`src/rtl/flag_pkg.sv`:
```
// Shared constants, types and helpers for the status-flag register and its
// save/restore LIFO.
package flag_pkg;

   // Default geometry of the flag register and the save stack.
   localparam int NF_DEF              = 2;
   localparam int DEPTH_DEF           = 4;
   localparam logic [1:0] STICKY_MASK_DEF = 2'b00;

   // Bit positions of the architectural flags in flag_out.
   localparam int FLAG_Z = 0;
   localparam int FLAG_C = 1;

   // Classification of the stack command presented in a cycle. Only
   // STK_PUSH and STK_POP move data; the three error kinds leave the count
   // and storage untouched.
   typedef enum logic [2:0] {
      STK_IDLE      = 3'd0,
      STK_PUSH      = 3'd1,
      STK_POP       = 3'd2,
      STK_COLLIDE   = 3'd3,
      STK_OVERFLOW  = 3'd4,
      STK_UNDERFLOW = 3'd5
   } stk_op_e;

   // Decode push/pop requests against the current fill level.
   // A simultaneous push and pop is treated as a collision regardless of
   // the fill level, so neither side takes effect.
   function automatic stk_op_e classify_op(input logic push,
                                           input logic pop,
                                           input logic full,
                                           input logic empty);
      stk_op_e op;
      op = STK_IDLE;
      if (push && pop) begin
         op = STK_COLLIDE;
      end else if (push) begin
         op = full ? STK_OVERFLOW : STK_PUSH;
      end else if (pop) begin
         op = empty ? STK_UNDERFLOW : STK_POP;
      end
      return op;
   endfunction

   // True for any command that must latch the sticky stack error.
   function automatic logic is_error_op(input stk_op_e op);
      return (op == STK_COLLIDE) || (op == STK_OVERFLOW) || (op == STK_UNDERFLOW);
   endfunction

endpackage

```
`src/rtl/flag_lifo.sv`:
```
// Save/restore LIFO for the flag register: DEPTH x NF storage plus a fill
// counter. Command semantics: push and pop are single-cycle requests with no
// back-pressure; a request is accepted only when push_ok / pop_ok is high in
// the same cycle, otherwise it is dropped and err_pulse reports why.
// Storage is never reset; an entry is only read after it has been written.
module flag_lifo
   import flag_pkg::*;
#(
   parameter int NF    = NF_DEF,
   parameter int DEPTH = DEPTH_DEF,
   parameter int CNT_W = $clog2(DEPTH + 1)
) (
   input  logic             clk,
   input  logic             rst,
   input  logic             push,
   input  logic             pop,
   input  logic [NF-1:0]    wdata,
   output logic [NF-1:0]    rdata,
   output logic [CNT_W-1:0] count,
   output logic             full,
   output logic             empty,
   output logic             push_ok,
   output logic             pop_ok,
   output logic             err_pulse
);

   // Address width of the storage array (at least one bit).
   localparam int AW = (DEPTH > 1) ? $clog2(DEPTH) : 1;

   logic [CNT_W-1:0] count_q, count_d;
   logic [NF-1:0]    mem_q [DEPTH];
   logic [NF-1:0]    mem_d [DEPTH];
   logic [AW-1:0]    wr_idx;
   logic [AW-1:0]    rd_idx;
   stk_op_e          op;

   // Fill-level status comes straight from the counter.
   always_comb begin
      full  = (count_q == CNT_W'(DEPTH));
      empty = (count_q == '0);
      count = count_q;
   end

   // Decode the command and derive the accept/error strobes.
   always_comb begin
      op        = classify_op(push, pop, full, empty);
      push_ok   = (op == STK_PUSH);
      pop_ok    = (op == STK_POP);
      err_pulse = is_error_op(op);
   end

   // Next write slot is the current count; the top entry sits one below.
   always_comb begin
      wr_idx = AW'(count_q);
      rd_idx = AW'(count_q - CNT_W'(1));
      rdata  = mem_q[rd_idx];
   end

   // Counter moves only on an accepted push or pop, so it never wraps.
   always_comb begin
      count_d = count_q;
      if (push_ok) begin
         count_d = count_q + CNT_W'(1);
      end else if (pop_ok) begin
         count_d = count_q - CNT_W'(1);
      end
   end

   // Storage update: accepted push writes the slot at the current count.
   always_comb begin
      for (int i = 0; i < DEPTH; i++) begin
         mem_d[i] = mem_q[i];
      end
      if (push_ok) begin
         mem_d[wr_idx] = wdata;
      end
   end

   // Fill counter register; rst empties the stack.
   always_ff @(posedge clk) begin
      if (rst) begin
         count_q <= '0;
      end else begin
         count_q <= count_d;
      end
   end

   // Storage register; contents survive reset because they are unreachable
   // until rewritten.
   always_ff @(posedge clk) begin
      for (int i = 0; i < DEPTH; i++) begin
         mem_q[i] <= mem_d[i];
      end
   end

endmodule

```
`src/rtl/flag_stack_reg.sv`:
```
// CPU status-flag register with per-bit write mask, optional sticky bits and
// a hardware save/restore LIFO. Flags are saved on CALL/interrupt entry
// (push) and restored on RET (pop). Every update appears on flag_out one
// cycle after the sampling edge.
module flag_stack_reg
   import flag_pkg::*;
#(
   parameter int            NF          = NF_DEF,
   parameter int            DEPTH       = DEPTH_DEF,
   parameter logic [NF-1:0] STICKY_MASK = NF'(STICKY_MASK_DEF),
   localparam int           CNT_W       = $clog2(DEPTH + 1)
) (
   input  logic             clk,
   input  logic             rst,
   input  logic             flag_write,
   input  logic [NF-1:0]    flag_wmask,
   input  logic [NF-1:0]    flag_in,
   input  logic             sticky_clr,
   input  logic             push,
   input  logic             pop,
   output logic [NF-1:0]    flag_out,
   output logic [CNT_W-1:0] stk_count,
   output logic             stk_full,
   output logic             stk_empty,
   output logic             stk_err
);

   logic [NF-1:0] flag_q, flag_d;
   logic          err_q, err_d;

   logic [NF-1:0] lifo_rdata;
   logic          lifo_push_ok;
   logic          lifo_pop_ok;
   logic          lifo_err;
   logic [NF-1:0] wr_en;

   // Save stack: push captures the flags as they are before this cycle's write.
   flag_lifo #(
      .NF    (NF),
      .DEPTH (DEPTH),
      .CNT_W (CNT_W)
   ) u_lifo (
      .clk       (clk),
      .rst       (rst),
      .push      (push),
      .pop       (pop),
      .wdata     (flag_q),
      .rdata     (lifo_rdata),
      .count     (stk_count),
      .full      (stk_full),
      .empty     (stk_empty),
      .push_ok   (lifo_push_ok),
      .pop_ok    (lifo_pop_ok),
      .err_pulse (lifo_err)
   );

   // Per-bit write enable, qualified by the global write strobe.
   always_comb begin
      wr_en = flag_write ? flag_wmask : '0;
   end

   // Next flag value: an accepted restore overrides any write or sticky
   // clear; otherwise sticky bits are set-only with set winning over clear.
   always_comb begin
      flag_d = flag_q;
      if (lifo_pop_ok) begin
         flag_d = lifo_rdata;
      end else begin
         for (int i = 0; i < NF; i++) begin
            if (STICKY_MASK[i]) begin
               flag_d[i] = (flag_q[i] & ~sticky_clr) | (wr_en[i] & flag_in[i]);
            end else begin
               flag_d[i] = wr_en[i] ? flag_in[i] : flag_q[i];
            end
         end
      end
   end

   // Stack error latches any overflow, underflow or collision until reset.
   always_comb begin
      err_d = err_q | lifo_err;
   end

   // Flag and error registers; rst overrides every other input.
   always_ff @(posedge clk) begin
      if (rst) begin
         flag_q <= '0;
         err_q  <= 1'b0;
      end else begin
         flag_q <= flag_d;
         err_q  <= err_d;
      end
   end

   // Registered outputs.
   always_comb begin
      flag_out = flag_q;
      stk_err  = err_q;
   end

endmodule

```
`config.mk`:
```
export PLATFORM = sky130hd
export DESIGN_NAME = flag_stack_reg
export DESIGN_NICKNAME = d
export VERILOG_FILES = /design/src/rtl/flag_pkg.sv /design/src/rtl/flag_lifo.sv /design/src/rtl/flag_stack_reg.sv
export SDC_FILE = /design/constraint.sdc
export NUM_CORES = 1
export LEC_CHECK = 0
export CAP_MARGIN = 0
export CORE_MARGIN = 4
export CORE_UTILIZATION = 25
export DETAILED_ROUTE_END_ITERATION = 10
export SLEW_MARGIN = 0
export SYNTH_ARGS = -nofsm -noshare
export SYNTH_HDL_FRONTEND = slang
export SYNTH_SLANG_ARGS = --single-unit
```
`constraint.sdc`:
```
create_clock -name clk -period 2.6 [get_ports clk]
set_clock_uncertainty 0.15 [all_clocks]
set_input_delay 0.65 -clock clk [delete_from_list [all_inputs] [get_ports clk]]
set_output_delay 0.65 -clock clk [all_outputs]
set_load 0.02 [all_outputs]
```
==> results of run 1 <==
Yosys cell counts:
master	number	area share (%)
a211o_1	1	1.2
a22oi_1	1	1.1
nand2b_4	1	1.9
mux2_2	1	1.6
a211oi_1	2	2.1
inv_1	3	1.6
mux2i_1	1	1.4
nand2b_1	1	0.88
nand2_1	3	1.6
a21oi_1	5	3.5
mux4_2	2	6.4
o21ai_0	2	1.4
or3_1	1	0.88
and2_2	1	1.1
dfxtp_1	6	17
buf_6	1	1.6
ha_1	5	8.8
nor2b_1	2	1.8
and3b_1	1	1.2
and2_1	3	2.7
edfxtp_1	8	34
nor2_4	1	1.6
nand3_1	2	1.4
nor2_1	4	2.1
and2_4	1	1.2
final timing paths:
path                                                    from                           end  slack (ns)  cells past startpoint
worst max-delay path            u_lifo.count[1]$_SDFFE_PP0P_                      stk_full        0.25                      4
worst min-delay path                      stk_err$_SDFF_PP0_            stk_err$_SDFF_PP0_        0.39                      2
worst max register to register  u_lifo.count[1]$_SDFFE_PP0P_  u_lifo.count[2]$_SDFFE_PP0P_        0.82                      6
worst min register to register            stk_err$_SDFF_PP0_            stk_err$_SDFF_PP0_        0.39                      2
flip-flops by register name, summed over array words and instances, names as in the netlist:
| name | count |
|---|---|
| u_lifo.count | 3 |
| flag_out | 2 |
| u_lifo.mem_q | 8 |
| stk_err | 1 |
area by class of cell:
type | count | area (um^2) | area share (%)
clock inverters | 1 | 3.75 | 0.403
multi-input cells | 41 | 325 | 34.9
inverters | 3 | 11.3 | 1.21
flip-flops and latches | 14 | 360 | 38.7
repair buffers | 17 | 169 | 18.1
clock buffers | 3 | 22.5 | 2.42
well taps | 31 | 38.8 | 4.17
routing by layer:
metal,track usage (%),routed length (um),vias up
li1,-,-,253
met1,9.33,596,236
met2,14.4,698,13
met3,4.19,98,2
met4,2.79,14,0
met5,0,0,-
metrics by stage:
| stage | power (mW) | util, % | instance area, um^2 | hold WS [ns] |
|---|---|---|---|---|
| 3_5_place_dp | 0.416 | 33.0 | 903 | 0.371 |
| 6_report | 0.534 | 34.1 | 931 | 0.387 |
| 3_3_place_gp | 0.413 | 33.0 | 903 | 0.370 |
| 2_1_floorplan | 0.354 | - | 708 | 0.439 |
| 5_1_grt | 0.567 | 34.1 | 931 | 0.425 |
| 4_1_cts | 0.548 | 34.0 | 928 | 0.393 |
layout by cell type, fill, tap and decap left out, types with 3 or more instances in the layout:
master,Yosys,final
clkdlybuf4s50_1,0,14
edfxtp_1,8,8
dfxtp_1,6,6
a21oi_1,5,5
ha_1,5,5
nor2_1,4,4
inv_1,3,3
and2_1,3,3
nand2_1,3,3
clkbuf_4,0,3
critical path, cell delays in order (launching register included):
cell and delay (ns):
dfxtp_1 0.38, inv_1 0.10, ha_1 0.23, and2_2 0.24, dlygate4sd2_1 0.32
cell families (layout without fill, tap and decap cells):
group	count (synthesis)	count (layout)	share of synthesized area, %
adder cells (fa/ha/maj)	5	5	8.83
AND/OR/NAND/NOR	21	21	18.4
buffers and inverters	4	24	3.18
multiplexers	4	4	9.36
flip-flops	14	14	50.9
AO/OA/AOI/OAI	11	11	9.36
power by group through the flow:
| stage | clock (mW) | sequential, mW | combinational [mW] |
|---|---|---|---|
| after floorplan | 0 | 0.279 | 0.0753 |
| after global placement | 0 | 0.268 | 0.146 |
| after detailed placement | 0 | 0.268 | 0.148 |
| after CTS | 0.137 | 0.263 | 0.148 |
| after global routing | 0.144 | 0.264 | 0.159 |
| final | 0.128 | 0.262 | 0.145 |
repair_timing:
action | in CTS | in global routing
pin swaps | 0 | 0
resized for setup | 1 | 1
endpoints found under the setup margin | 1 | 1
hold buffers | 0 | 0
==> impl_metrics.tcl, run 1 <==
set metrics [dict create \
    insertion_delay_ns 0.28 \
    grt_remaining_overflow 0 \
    wl_um 1410 \
    dieArea_um2 3750 \
    pre_cts_slack_ns 0.319 \
    setup_ws_ns 0.246 \
    area_growth_pct 31.4 \
    syn_area_per_cell_um2 12.0 \
    row_count 19 \
    peakVddDrop_mv 0.282 \
    cp-start-kind "register" \
    p_sw_share_pct 29.0 \
    end_kind "primary output" \
    first_iter_violations 12 \
    ios 18 \
    antenna_found_initial 0 \
    vias_per_cell 4.58 \
    grt_max_degree 9 \
    nNetsFinal 95 \
    fmax_mhz 425 \
    drive_above_1_share_pct 13.9 \
    clk_pin_slew_worst_paths_ns 0.08 \
    grt_pass1_wl_um 2210 \
    cts_sinks 14 \
    cts_setup_buffers 0 \
    seq_area_frac_synth_pct 50.9 \
    start_util_pct 25.9 \
    power_density_nw_per_um2 574 \
    numCtsBuffers 3 \
    nFillCells 260 \
    fin_crit_sh_pct 90.5 \
    place_congestion 0.648 \
    netlist-cell-type-count 25 \
    dp_cells 106 \
    antenna_cells 0 \
    wl_per_cell_um 12.8 \
    switchingPower_mw 0.155 \
    drc 0 \
    power.leakage_nw 0.354 \
    p_seq_share_pct 49.0 \
    hold_violations 0 \
    setup_violations 0 \
    status "complete, no violations" \
    cap_viol_max_count 0 \
    num_vias 504 \
    crit_arrival_ns 1.55 \
    yosysWarnings 0 \
    cp.required_ns 1.80 \
    cts_htree_levels 1 \
    gr-usage-all-layers_pct 8.51 \
    fin_setup_tns_ns 0 \
    mappedNetlistArea_um2 708 \
    crit_type "register to primary output" \
    root_buffer "clkbuf_4" \
    clock_path_buffers 2 \
    syn-num-nets 74 \
    cts_tree "done" \
    grt_pass1_vias 516 \
    crit_fanout 4 \
    firstDrtPassIters 4 \
    tightest_slew_ns 0.283 \
    coreArea_um2 2730 \
    internal_power_mw 0.379 \
    io_buffers 16 \
    hpwl_um 1110 \
    maxSlewHeadroom_pct 81.1 \
    hp-class "register to register" \
    die_h_um 61.2 \
    dieWidth_um 61.2 \
    clkPwrFrac_pct 23.9 \
    postRouteAntennaNets 0 \
    ys_seq_elements 14 \
    combPwrFrac_pct 27.1 \
    period_minus_slack_ns 2.35 \
    instances_no_fill 110 \
    rsz0062_at_grt "no" \
    synthesis.instances 59 \
    drv_slew 0 \
]
Note: power is estimated with default switching activity, not from simulation.
==> run 2, diff against run 1 <==
--- a/config.mk
+++ b/config.mk
@@ -9,6 +9,7 @@
 export CORE_MARGIN = 4
 export CORE_UTILIZATION = 25
 export DETAILED_ROUTE_END_ITERATION = 10
+export PLACE_DENSITY = 0.52
 export SLEW_MARGIN = 0
 export SYNTH_ARGS = -nofsm -noshare
 export SYNTH_HDL_FRONTEND = slang
==> impl_metrics.tcl, run 2 (same netlist as run 1, synthesis figures left out) <==
set metrics [dict create \
    rsz0062_at_grt "no" \
    clkPwrFrac_pct 23.2 \
    hold_slack_ns 0.380 \
    status "complete, no violations" \
    row_count 19 \
    fin_crit_sh_pct 90.2 \
    setup_violations 0 \
    wl_per_cell_um 12.3 \
    dieWidth_um 61.2 \
    firstDrtPassIters 4 \
    insertion_delay_ns 0.27 \
    grt_max_degree 9 \
    grt_pass1_vias 482 \
    crit_path_top_delay_cell "dfxtp_1" \
    drive_above_1_share_pct 13.9 \
    peakVddDrop_mv 0.412 \
    power.leakage_nw 0.354 \
    crit_fanout 4 \
    end_kind "primary output" \
    first_iter_violations 30 \
    largest_register_ffs 8 \
    largest_register "u_lifo.mem_q" \
    drc 0 \
    start_util_pct 25.9 \
    fmax_mhz 426 \
    io_buffers 16 \
    cts_sinks 14 \
    dieArea_um2 3750 \
    hp-class "register to register" \
    p_sw_share_pct 28.4 \
    crit_type "register to primary output" \
    tightest_slew_ns 0.280 \
    numCtsBuffers 3 \
    power_density_nw_per_um2 568 \
    area_growth_pct 31.4 \
    antenna_cells 0 \
    cts_setup_buffers 0 \
    ios 18 \
    period_minus_slack_ns 2.35 \
    hpwl_um 1070 \
    drv_slew 0 \
    postRouteAntennaNets 0 \
    layout_common_cells "clkdlybuf4s50_1 (14), edfxtp_1 (8), dfxtp_1 (6)" \
    path_buf_inv 2 \
    cts_tree "done" \
    hold_violations 0 \
    combPwrFrac_pct 27.3 \
    maxSlewHeadroom_pct 81.3 \
    num_vias 484 \
    die_h_um 61.2 \
    crit_arrival_ns 1.55 \
    root_buffer "clkbuf_4" \
    layout_commonest_cell "clkdlybuf4s50_1" \
    grt_remaining_overflow 0 \
    hp-start "stk_err$_SDFF_PP0_" \
    cap_viol_max_count 0 \
    gr-usage-all-layers_pct 8.24 \
    critical_path.cell_chain "inv_1 > ha_1 > and2_2 > dlygate4sd2_1" \
    internal_power_mw 0.379 \
    crit_family "buffers and inverters" \
    wl_um 1360 \
    vias_per_cell 4.40 \
    cp-start-kind "register" \
    grt_pass1_wl_um 2210 \
    antenna_found_initial 0 \
    place_congestion 0.781 \
    r2r-start "u_lifo.count[1]$_SDFFE_PP0P_" \
    switchingPower_mw 0.150 \
    cts_htree_levels 1 \
    fin_setup_tns_ns 0 \
    cpPeakStageDelay_ns 0.38 \
    clock_path_buffers 2 \
    p_seq_share_pct 49.4 \
    cp-startpoint "u_lifo.count[1]$_SDFFE_PP0P_" \
    nNetsFinal 95 \
    cp.required_ns 1.80 \
    clk_pin_slew_worst_paths_ns 0.08 \
    coreArea_um2 2730 \
]
-- run 2: cell counts in the layout (fill, tap and decap cells not counted) --
No cell type changed its count.
-- run 2: repair_timing --
item / in CTS / in global routing
gates resized for setup: 1 / 1
endpoints found under the setup margin: 1 / 1
hold endpoints to repair: 0 / 0
cloned: 0 / 0
hold buffers: 0 / 0
-- run 2: area by class of cell --
class                      instances  area, um^2
fill                             281        1800
sequential                        14         360
multi-input combinational         41         325
timing repair buffer              17         169
tap                               31        38.8
clock buffer                       3        22.5
inverter                           3        11.3
clock inverter                     1        3.75
-- run 2: metal layers --
metal | routed length (um) | vias up | share of wire [%] | global-route usage [%]
met4 | 0 | 0 | 0 | 0.929
met2 | 625 | 13 | 46 | 12.5
met3 | 67 | 0 | 4.9 | 4.40
met1 | 663 | 220 | 49 | 10.7
li1 | - | 251 | - | -
met5 | 0 | - | 0 | 0
-- run 2: stage by stage --
stage	setup WS (ns)	area, um^2	utilization (%)	std cells	power, mW
floorplan	0.593	708	-	59	0.354
global placement	0.322	903	33.0	106	0.413
detailed placement	0.307	903	33.0	106	0.414
CTS	0.0632	928	34.0	110	0.538
global route	0.142	931	34.1	110	0.566
finish	0.254	931	34.1	110	0.529
-- run 2: power by group through the flow --
stage	Clock, mW	Combinational (mW)	Sequential [mW]
3_3_place_gp	0	0.146	0.267
3_5_place_dp	0	0.147	0.267
5_1_grt	0.144	0.158	0.264
6_report	0.123	0.145	0.262
2_1_floorplan	0	0.0753	0.279
4_1_cts	0.128	0.147	0.262
-- run 2: worst register-to-register path, stage by stage, from the launching register on --
cell	delay [ns]
dfxtp_1	0.34
inv_1	0.12
ha_1	0.23
and2_2	0.21
nor2_4	0.06
a22oi_1	0.22
mux2_2	0.36
-- run 2: final timing paths --
path                            slack (ns)  cells past startpoint                      endpoint
worst min-delay path                  0.38                      2            stk_err$_SDFF_PP0_
worst min register to register        0.38                      2            stk_err$_SDFF_PP0_
worst max-delay path                  0.25                      4                      stk_full
worst max register to register        0.80                      6  u_lifo.count[2]$_SDFFE_PP0P_
==> run 3, diff against run 2 <==
--- a/config.mk
+++ b/config.mk
@@ -9,6 +9,7 @@
 export CORE_MARGIN = 4
 export CORE_UTILIZATION = 25
 export DETAILED_ROUTE_END_ITERATION = 10
+export GPL_TIMING_DRIVEN = 0
 export PLACE_DENSITY = 0.52
 export SLEW_MARGIN = 0
 export SYNTH_ARGS = -nofsm -noshare
==> impl_metrics.tcl, run 3 (same netlist as run 1, synthesis figures left out) <==
set metrics [dict create \
    area_growth_pct 32.2 \
    grt_pass1_wl_um 2170 \
    row_count 19 \
    fin_crit_sh_pct 93.2 \
    numCtsBuffers 3 \
    combPwrFrac_pct 26.3 \
    wl_um 1340 \
    firstDrtPassIters 2 \
    internal_power_mw 0.380 \
    setup_violations 0 \
    seq_area_um2 362 \
    die_h_um 61.2 \
    grt_pass1_vias 479 \
    num_vias 501 \
    dieArea_um2 3750 \
    gr-usage-all-layers_pct 8.31 \
    nFillCells 279 \
    clk_pin_slew_worst_paths_ns 0.08 \
    coreArea_um2 2730 \
    hold_depth 2 \
    drc 0 \
    io_buffers 16 \
    antenna_cells 0 \
    grt_max_degree 9 \
    peakVddDrop_mv 0.354 \
    fin_util_pct 34.2 \
    cts_htree_levels 1 \
    multi_input_area_um2 325 \
    grt_remaining_overflow 0 \
    hold_violations 0 \
    antenna_found_initial 0 \
    nNetsFinal 95 \
    drive_above_1_share_pct 15.2 \
    wl_per_cell_um 12.2 \
    start_util_pct 25.9 \
    cts_hold_buffers 0 \
    cp-start-kind "register" \
    hp-class "register to register" \
    clkPwrFrac_pct 23.8 \
    tightest_slew_ns 0.295 \
    hold_end "stk_err$_SDFF_PP0_" \
    first_iter_violations 17 \
    rr_worst_depth 6 \
    status "complete, no violations" \
    layout_common_cells "clkdlybuf4s50_1 (14), edfxtp_1 (8), a21oi_1 (5), ha_1 (5), dfxtp_1 (5)" \
    ios 18 \
    largest_register "u_lifo.mem_q" \
    p_seq_share_pct 49.9 \
    fmax_mhz 412 \
    clock_path_buffers 2 \
    p_sw_share_pct 28.7 \
    vias_per_cell 4.55 \
    root_buffer "clkbuf_4" \
    insertion_delay_ns 0.28 \
    power.leakage_nw 0.355 \
    layout_commonest_cell "clkdlybuf4s50_1" \
    cp.required_ns 1.80 \
    cap_viol_max_count 0 \
    fin_setup_tns_ns 0 \
    r2r_slack_ns 0.77 \
    r2r-end "u_lifo.count[2]$_SDFFE_PP0P_" \
    cts_setup_buffers 0 \
    crit_type "register to primary output" \
    place_congestion 0.747 \
    crit_fanout 8 \
    hp-start "stk_err$_SDFF_PP0_" \
    crit_arrival_ns 1.62 \
    dieWidth_um 61.2 \
    r2r-start "u_lifo.count[0]$_SDFFE_PP0P_" \
    postRouteAntennaNets 0 \
    drv_slew 0 \
    power_density_nw_per_um2 569 \
    largest_register_ffs 8 \
    switchingPower_mw 0.153 \
    end_kind "primary output" \
    cts_sinks 14 \
    rsz0062_at_grt "no" \
    cts_tree "done" \
    hold_slack_ns 0.381 \
    maxSlewHeadroom_pct 80.2 \
    period_minus_slack_ns 2.42 \
]
==> run 3: critical path: stages, from the launching register on <==
cell           delay (ns)
dfxtp_2              0.43
inv_1                0.11
ha_1                 0.25
and2_2               0.23
dlygate4sd2_1        0.32
==> run 3: area by class of cell <==
cell class,instances,share of cell area [%]
multi-input cells,41,34.8
clock buffers,3,2.41
inverters,3,1.20
well taps,31,4.14
flip-flops and latches,14,38.6
repair buffers,16,17.2
clock inverters,1,0.401
plain buffers,1,1.20
==> run 3: power by group through the flow <==
stage | Clock (mW) | Sequential, mW | Combinational (mW)
3_5_place_dp | 0 | 0.272 | 0.144
5_1_grt | 0.143 | 0.270 | 0.155
6_report | 0.127 | 0.266 | 0.140
4_1_cts | 0.131 | 0.267 | 0.143
2_1_floorplan | 0 | 0.279 | 0.0753
3_3_place_gp | 0 | 0.271 | 0.142
==> run 3: through the flow <==
| step | total power [mW] | instance area (um^2) | worst slack, ns | cells |
|---|---|---|---|---|
| floorplan | 0.354 | 708 | 0.593 | 59 |
| global placement | 0.412 | 907 | 0.122 | 106 |
| detailed placement | 0.415 | 907 | 0.104 | 106 |
| CTS | 0.541 | 933 | 0.0387 | 110 |
| global route | 0.568 | 936 | 0.0680 | 110 |
| finish | 0.533 | 936 | 0.176 | 110 |
==> run 3: how the worst max path moves through the flow <==
stage,startpoint,endpoint,cells past startpoint
finish,u_lifo.count[0]$_SDFFE_PP0P_,stk_full,4
global route,u_lifo.count[0]$_SDFFE_PP0P_,stk_full,4
CTS,u_lifo.count[0]$_SDFFE_PP0P_,stk_empty,5
detailed placement,u_lifo.count[0]$_SDFFE_PP0P_,stk_full,4
global placement,u_lifo.count[0]$_SDFFE_PP0P_,stk_full,4
floorplan,u_lifo.count[0]$_SDFFE_PP0P_,stk_full,3
==> run 3: per-layer routing <==
metal  track usage (%)  up-vias  wire length (um)  part of all wire (%)
met5                 0        -                 0                     0
met4              2.79        0                14                   1.0
met2              13.0        7               655                    49
li1                  -      252                 -                     -
met3              4.40        4                62                   4.6
met1              9.77      238               611                    45
==> run 3: timing repair <==
item                       in CTS  in global routing
hold endpoints to repair        0                  0
gates resized for setup         2                  1
setup endpoints to repair       2                  1
